--- config.mk ---
export PLATFORM = sky130hd
export DESIGN_NAME = sec_min_counter
export DESIGN_NICKNAME = d
export VERILOG_FILES = /design/src/rtl/sec_min_counter.sv
export SDC_FILE = /design/constraint.sdc
export NUM_CORES = 1
export LEC_CHECK = 0
export BUFFER_PORTS_ARGS = -buffer_cell sky130_fd_sc_hd__clkbuf_2
export CAP_MARGIN = 25
export CORE_MARGIN = 2
export CORE_UTILIZATION = 50
export CTS_CLUSTER_SIZE = 30
export DETAILED_ROUTE_END_ITERATION = 8
export PLACE_DENSITY = 0.73
export REMOVE_ABC_BUFFERS = 1
export SETUP_SLACK_MARGIN = 0.02
export SLEW_MARGIN = 20
export SYNTH_ARGS = -nofsm -noshare
export SYNTH_HDL_FRONTEND = slang
export SYNTH_SLANG_ARGS = --single-unit
--- constraint.sdc ---
create_clock -name clk -period 3.74 [get_ports clk]
set_clock_uncertainty 0.05 [all_clocks]
set_input_delay 0.561 -clock clk [delete_from_list [all_inputs] [get_ports clk]]
set_output_delay 0.561 -clock clk [all_outputs]
set_load 0.02 [all_outputs]
--- src/rtl/sec_min_counter.sv ---
// Seconds/minutes digit counter with RUN/SET modes, edge-detected adjust buttons
// and a validated preset load. One instance per digit pair; carry feeds the next.
module sec_min_counter #(
    parameter int MAX = 59
) (
    input  logic       clk,
    input  logic       rst,
    input  logic       tick,
    input  logic       set_mode,
    input  logic       inc,
    input  logic       dec,
    input  logic       load,
    input  logic [0:5] load_val,
    output logic [0:5] count,
    output logic       carry,
    output logic       at_max,
    output logic       load_err,
    output logic       in_set
);

    localparam logic [5:0] LP_MAX = 6'(MAX);

    typedef enum logic {
        ST_RUN = 1'b0,
        ST_SET = 1'b1
    } state_t;

    state_t     r_state;
    state_t     w_state_nxt;
    logic [5:0] r_count;
    logic [5:0] w_count_nxt;
    logic       r_carry;
    logic       w_carry_nxt;
    logic       r_load_err;
    logic       w_load_err_nxt;
    logic       r_inc_d;
    logic       r_dec_d;
    logic       w_inc_rise;
    logic       w_dec_rise;
    logic       w_load_ok;
    logic       w_at_max;
    logic [5:0] w_load_val;

    assign w_load_val = load_val;
    assign w_inc_rise = inc && !r_inc_d;
    assign w_dec_rise = dec && !r_dec_d;
    assign w_load_ok  = load && (w_load_val <= LP_MAX);
    assign w_at_max   = (r_count == LP_MAX);

    // All events are judged against the state held before the edge, so a tick
    // arriving with the RUN->SET request still counts.
    always_comb begin
        w_state_nxt    = set_mode ? ST_SET : ST_RUN;
        w_count_nxt    = r_count;
        w_carry_nxt    = 1'b0;
        w_load_err_nxt = load && !w_load_ok;

        if (w_load_ok) begin
            w_count_nxt = w_load_val;
        end else if (r_state == ST_RUN) begin
            if (tick) begin
                if (w_at_max) begin
                    w_count_nxt = 6'd0;
                    w_carry_nxt = 1'b1;
                end else begin
                    w_count_nxt = r_count + 6'd1;
                end
            end
        end else begin
            if (w_inc_rise && !w_dec_rise) begin
                w_count_nxt = w_at_max ? 6'd0 : r_count + 6'd1;
            end else if (w_dec_rise && !w_inc_rise) begin
                w_count_nxt = (r_count == 6'd0) ? LP_MAX : r_count - 6'd1;
            end
        end
    end

    always_ff @(posedge clk) begin
        if (rst) begin
            r_state    <= ST_RUN;
            r_count    <= 6'd0;
            r_carry    <= 1'b0;
            r_load_err <= 1'b0;
            r_inc_d    <= 1'b0;
            r_dec_d    <= 1'b0;
        end else begin
            r_state    <= w_state_nxt;
            r_count    <= w_count_nxt;
            r_carry    <= w_carry_nxt;
            r_load_err <= w_load_err_nxt;
            r_inc_d    <= inc;
            r_dec_d    <= dec;
        end
    end

    assign count    = r_count;
    assign carry    = r_carry;
    assign at_max   = w_at_max;
    assign load_err = r_load_err;
    assign in_set   = (r_state == ST_SET);

endmodule

; ---- Word-level counts from Yosys, hierarchy flattened
; Cells that the tools add are included.
; Widths: inputs -> output; s select.
[classes]
addsub = 2
mul = 0
div_mod_pow = 0
order_cmp = 1
eq_ne = 2
shifts = 0
muxes = 9
bitwise = 1
n_reduce_logical = 15
[ops]
columns = cell, count
row1 = $mux 6, 7
row2 = $add 6x1->6 const B, 1
row3 = $eq 6x6->1 const B, 1
row4 = $le 6x6->1 const B, 1
row5 = $logic_and 1x1->1, 6
row6 = $logic_not 6->1, 1
row7 = $sub 6x1->6 const B, 1
row8 = $logic_not 1->1, 5
row9 = $ne 4x1->1 const B, 1
row10 = $reduce_or 4->1, 1
row11 = $reduce_bool 3->1, 1
row12 = $mux 1, 2
row13 = $reduce_and 2->1, 1
row14 = $not 1->1, 1
[word_totals]
reg_bits = 11
latch_bits = 0
ramBits = 0
mem_bits_ro = 0
inputBits = 13
out_inout_bits = 10
elab_cells = 36
mem_count = 0

; ---- Logic depth before layout (Yosys ltp)
; Gate-level depths: netlist of the first run.
[logic_depth]
word_depth = 8
ltp_mapped = 7
depth_no_buf = 6

; ---- Least setup slack after synthesis of the first run
; Ideal clock, no wire load.
[synth_timing]
path_type = reg-to-output
from = register r_count[0] (netlist: count[5])
to = output at_max
t_arrival_ns = 1.292
required_time_ns = 3.129
path_slack_ns = 1.837
stages_incl_launch_ff = 5
n_path_buf = 0
path_cell_list = dfxtp_1 -> ha_1 -> and4b_1 -> nand2_1 -> inv_1
[synth_between]
elab_chain_cells = 1
[synth_lines]
columns = element, line_no
row1 = from (decl), 30  ; logic [5:0] r_count;
row2 = from (signal assigned), 88  ; r_count <= w_count_nxt;
row3 = $eq 6x6->1, 48  ; assign w_at_max = (r_count == LP_MAX);
row4 = to (decl), 16  ; output logic at_max,
; No other way between the ends.

; ---- Worst setup path after layout of the first run
; Ends and elaborated chain as after synthesis.

==> results of run 1 <==
## Yosys cell counts, types with 2 or more instances
cell,instances,area share
nand3_1,6,0.035
dfxtp_1,11,0.25
a21oi_1,9,0.052
nand2b_1,7,0.050
buf_2,4,0.023
a31oi_1,3,0.022
ha_1,4,0.058
o211ai_1,2,0.017
nor3_1,5,0.029
xnor2_1,4,0.040
inv_1,8,0.035
nand2_1,6,0.026
nand4_1,3,0.022
o2111ai_1,2,0.020
nor2_1,4,0.017
nor2b_1,5,0.036
## final cells by class
cell class | instances | area [µm²]
Clock buffer | 4 | 26.3
Multi-Input combinational cell | 83 | 576
Inverter | 8 | 30.0
Timing Repair Buffer | 22 | 110
Fill cell | 159 | 687
Tap cell | 17 | 21.3
Sequential cell | 11 | 220
## per-layer routing
| layer | global-route usage | vias up | routed length, µm |
|---|---|---|---|
| met1 | 0.323 | 411 | 975 |
| met2 | 0.324 | 42 | 961 |
| met4 | 0.106 | 0 | 38 |
| met3 | 0.0357 | 5 | 137 |
| li1 | - | 443 | - |
| met5 | 0 | - | 0 |
## flip-flops by register name (all words and copies together), names as in the netlist
name	count
r_inc_d	1
count	6
carry	1
load_err	1
in_set	1
r_dec_d	1
## power by group
group	total (mW)	internal, mW	leakage (nW)	switching [mW]
Clock	0.0851	0.0414	0.0150	0.0436
Combinational	0.103	0.0452	0.330	0.0583
Sequential	0.145	0.125	0.0909	0.0195
Total	0.333	0.212	0.436	0.121
## worst max path at each step
stage	startpoint	endpoint	slack, ns
after floorplan	count[5]$_SDFFE_PP0P_	at_max	1.81
after global placement	inc	count[2]$_SDFFE_PP0P_	1.73
after detailed placement	inc	count[2]$_SDFFE_PP0P_	1.71
after CTS	count[5]$_SDFFE_PP0P_	at_max	1.42
after global routing	count[5]$_SDFFE_PP0P_	at_max	1.32
final	count[5]$_SDFFE_PP0P_	at_max	1.42
## stage by stage
stage,cell area [µm²],setup WS [ns],util,hold slack (ns),std cells
after global routing,983,1.32,0.589,0.468,145
after global placement,957,1.73,0.573,0.612,141
after detailed placement,957,1.71,0.573,0.615,141
final,983,1.42,0.589,0.441,145
after CTS,983,1.42,0.589,0.445,145
after floorplan,826,1.81,-,0.580,102
## cell families (layout without fill, tap and decap cells)
logic type      after synthesis  in the layout  synth area share
compound gates               31             31             0.272
xor+xnor                      4              4            0.0403
fa+ha+maj                     4              4            0.0576
buf+inv                      15             34            0.0836
flops                        11             11             0.254
mux                           1              1            0.0115
simple gates                 43             43             0.281
==> results_dict.tcl, run 1 <==
set metrics [dict create \
    outcome "complete, no violations" \
    worstHoldPathCells 2 \
    hpwl_um 1550 \
    holdPathEnd "in_set$_SDFF_PP0_" \
    slew_headroom 0.643 \
    cp.arrival_ns 1.71 \
    fin_crit_sh 0.621 \
    worstSetupEndpointType "output port" \
    r2r-end "count[3]$_SDFFE_PP0P_" \
    worst_pin_slew_ns 0.534 \
    setup_viol 0 \
    ys_types 42 \
    wirelength_um 2110 \
    layout-drive-gt1-share 0.219 \
    crit_chain "ha_1, and4b_1, nand2_1, inv_1, clkbuf_2" \
    cts_made_buffers 3 \
    htree_levels 1 \
    ys_ff_latch 11 \
    max_freq_mhz 431 \
    io_buffers 22 \
    drc 0 \
    crit_buf_inv 2 \
    fin_crit_ns 2.32 \
    postCtsHoldBufs 0 \
    cts_sinks 11 \
    rsz0062_at_grt "no" \
    required_ns 3.13 \
    gr-total-overflow 0 \
    power_density_nw_per_um2 339 \
    timing.setup.tns_ns 0 \
    grt_max_degree 16 \
    std_cell_rows 15 \
    hold_violations 0 \
    num_io_pins 23 \
    r2r_cells 6 \
    finalNetCount 146 \
    worstSetupStartpointType "flip-flop" \
    crit_type "flip-flop to output port" \
    finalWeightedCongestion 0.931 \
    grt_pass1_wl_um 3370 \
    reg2reg_slack_ns 1.96 \
    cts_tree "done" \
    min_path_type "input pin to flip-flop" \
    vias_per_cell 6.21 \
    antenna_found_initial 0 \
    grtUsageTotal 0.225 \
    yosys_most_used_dff "dfxtp_1" \
    post_cts_buffers 0 \
    clk_pin_slew_ns 0.07 \
    vias 901 \
    worst_path_max_delay_cell "dfxtp_1" \
    synthesis.instances 109 \
    fp.dieH_um 45.7 \
    synth_area_um2 868 \
    rr_startpoint "count[5]$_SDFFE_PP0P_" \
    cts_resized 0 \
    ant_nets 0 \
    dieArea_um2 2090 \
    final_common_cell "clkbuf_2" \
    crit_family "flip-flops" \
    clockBufferDepth 2 \
    synthArstFlopShare 0 \
    drv_cap 0 \
    core_area_um2 1670 \
    syn_avg_cell_area_um2 7.97 \
    mostFrequentLayoutCells "22 x clkbuf_2, 11 x dfxtp_1, 9 x a21oi_1, 8 x inv_1, 7 x nand2b_1" \
    cts_root_buf "clkbuf_4" \
    insertion_delay_ns 0.28 \
    start_util 0.520 \
    yosysSeqAreaShare 0.254 \
    path_max_fanout 9 \
    cp_slowest_stage_delay_ns 0.52 \
    antenna_cells 0 \
    synth_edf_count 0 \
    p_leak_nw 0.436 \
    crit_cells 5 \
    wl_per_cell_um 14.6 \
    fp.dieW_um 45.7 \
    first_global_vias 733 \
    drtIter0Drc 25 \
    min-delay-start "set_mode" \
    synthToLayoutAreaGrowth_pct 13.3 \
    ir_drop_v 0.000231 \
    synth_warnings 0 \
    first_pass_iters 6 \
    power.total_uw 333 \
    slew_viol_final 0 \
]
No activity file was read; power rests on OpenSTA's default activity.
==> run 2, diff against run 1 <==
Settings changed: ABC_AREA from default to 1.
Clock period 3.74 ns to 2.4 ns, I/O delays scaled along.
==> run 2 against run 1 <==
Compared with the run above: die area fell by 1.2%; first-iteration DRC count grew 4.0%; combinational power increased by 73%; flip-flop and latch count is the same; largest power group unchanged.
==> results_dict.tcl, run 2 <==
set metrics [dict create \
    layout-drive-gt1-share 0.319 \
    ys_types 28 \
    r2r-end "count[0]$_SDFFE_PP0P_" \
    cts_sinks 11 \
    core_area_um2 1560 \
    finish.utilization 0.636 \
    synth_top_area_frac 0.257 \
    grt-busiest-layer "met2" \
    ir_drop_v 0.000409 \
    whs_ns 0.230 \
    mostFrequentLayoutCells "22 x nand2_1, 22 x clkbuf_2, 11 x inv_1, 11 x dfxtp_1, 10 x nand3_1" \
    grt_max_degree 11 \
    wl_per_cell_um 12.1 \
    yosys_most_used_dff "dfxtp_1" \
    fillers 169 \
    synthArstFlopShare 0 \
    ant_nets 0 \
    slew_headroom 0.592 \
    syn_avg_cell_area_um2 7.33 \
    clk_pin_slew_ns 0.07 \
    drc 0 \
    synth_edf_count 0 \
    drtIter0Drc 26 \
    min_path_type "input pin to flip-flop" \
    vias_per_cell 5.39 \
    first_global_vias 757 \
    yosysSeqAreaShare 0.257 \
    clockBufferDepth 2 \
    placed_area_um2 965 \
    cts_made_buffers 3 \
    synth_warnings 0 \
    largest_register_ffs 6 \
    worstSetupStartpointType "flip-flop" \
    multi_input_area_um2 552 \
    yosys.area.top_type "dfxtp_1" \
    vias 847 \
    antenna_cells 0 \
    hold_violations 0 \
    slew_viol_final 0 \
    worstSetupEndpointType "output port" \
    path_max_fanout 7 \
    reg2reg_slack_ns 0.77 \
    synthesis.instances 117 \
    fin_crit_ns 1.90 \
    synth.most_common_cell "nand2_1" \
    htree_levels 1 \
    crit_chain "ha_1, nand2_4, nor2_4, clkbuf_2" \
    io_buffers 22 \
    wirelength_um 1910 \
    worst_path_max_delay_cell "dfxtp_1" \
    holdPathEnd "in_set$_SDFF_PP0_" \
    worstHoldPathCells 3 \
    cp.arrival_ns 1.49 \
    post_cts_buffers 0 \
    synthToLayoutAreaGrowth_pct 15.6 \
    yosys-top-cells-area "dfxtp_1 26%, nand2_1 9.6%, ha_1 5.8%" \
    outcome "complete, no violations" \
    gr-total-overflow 0 \
    crit_type "flip-flop to output port" \
    num_io_pins 23 \
    insertion_delay_ns 0.26 \
    required_ns 1.99 \
    rr_startpoint "r_dec_d$_SDFF_PP0_" \
    fp.dieW_um 45.4 \
    power.total_uw 536 \
    finalNetCount 159 \
    antenna_found_initial 0 \
    cts_root_buf "clkbuf_4" \
    grtUsageMet3 0.0397 \
    drv_cap 0 \
    postCtsHoldBufs 0 \
    fin_area_um2 991 \
    grtUsageTotal 0.217 \
    seqCellArea_um2 220 \
    synthTopCellsByCount "22 x nand2_1, 11 x dfxtp_1, 11 x inv_1, 10 x nand3_1" \
    cp_slowest_stage_delay_ns 0.48 \
    start_util 0.550 \
    std_cell_rows 14 \
    finalWeightedCongestion 0.789 \
    fp.dieH_um 45.4 \
    grt_pass1_wl_um 3150 \
    min-delay-start "set_mode" \
    worst_pin_slew_ns 0.612 \
    cts_tree "done" \
    hpwl_um 1560 \
    rsz0062_at_grt "no" \
    dieArea_um2 2060 \
    p_leak_nw 0.492 \
    fin_crit_sh 0.793 \
    cts_resized 0 \
    first_pass_iters 4 \
    grt_use_met1 0.274 \
    ys_ff_latch 11 \
    max_freq_mhz 526 \
    timing.setup.tns_ns 0 \
    synth_area_um2 857 \
    setup_viol 0 \
    power_density_nw_per_um2 541 \
    r2r_cells 8 \
    use_met2 0.346 \
]
## run 2: metrics by stage
step	setup slack, ns	instances
3_5_place_dp	0.621	153
5_1_grt	0.423	157
3_3_place_gp	0.644	153
6_report	0.498	157
2_1_floorplan	0.785	115
4_1_cts	0.490	157
## run 2: worst max path at each step
stage,from,endpoint,slack (ns)
2_1_floorplan,count[5]$_SDFFE_PP0P_,count[2]$_SDFFE_PP0P_,0.79
3_3_place_gp,dec,count[2]$_SDFFE_PP0P_,0.64
3_5_place_dp,dec,count[4]$_SDFFE_PP0P_,0.62
4_1_cts,count[5]$_SDFFE_PP0P_,at_max,0.49
5_1_grt,count[5]$_SDFFE_PP0P_,at_max,0.42
6_report,count[5]$_SDFFE_PP0P_,at_max,0.50
## run 2: cell type report
cell class                      instances  share of cell area
Timing Repair Buffer                   22               0.111
Inverter                               16              0.0631
Tap cell                               16              0.0202
Clock buffer                            4              0.0265
Sequential cell                        11               0.222
Multi-Input combinational cell         88               0.557
## run 2: power breakdown
part / internal, mW / total [mW] / switching [mW] / leakage (nW)
clock: 0.0642 / 0.128 / 0.0639 / 0.0150
combinational: 0.0727 / 0.178 / 0.105 / 0.386
sequential: 0.196 / 0.229 / 0.0334 / 0.0910
total: 0.333 / 0.536 / 0.203 / 0.492
## run 2: routing by layer
layer  routed length, µm  part of all wire
met2                 955              0.50
met5                   0                 0
met3                 114             0.060
met4                  35             0.018
met1                 800              0.42
## run 2: critical path: cells and delay by family (launching register included)
family                     cells  cell delay, ns
adders and majority gates      1            0.31
and+or+nand+nor                2            0.23
DFF                            1            0.48
buffers and inverters          1            0.19
## run 2: logic make-up after synthesis
| family | synth area share |
|---|---|
| adders and majority gates | 0.0584 |
| and+or+nand+nor | 0.410 |
| DFF | 0.257 |
| AOI/OAI and AO/OA | 0.124 |
| buffers and inverters | 0.0993 |
| xor gates and xnor gates | 0.0511 |
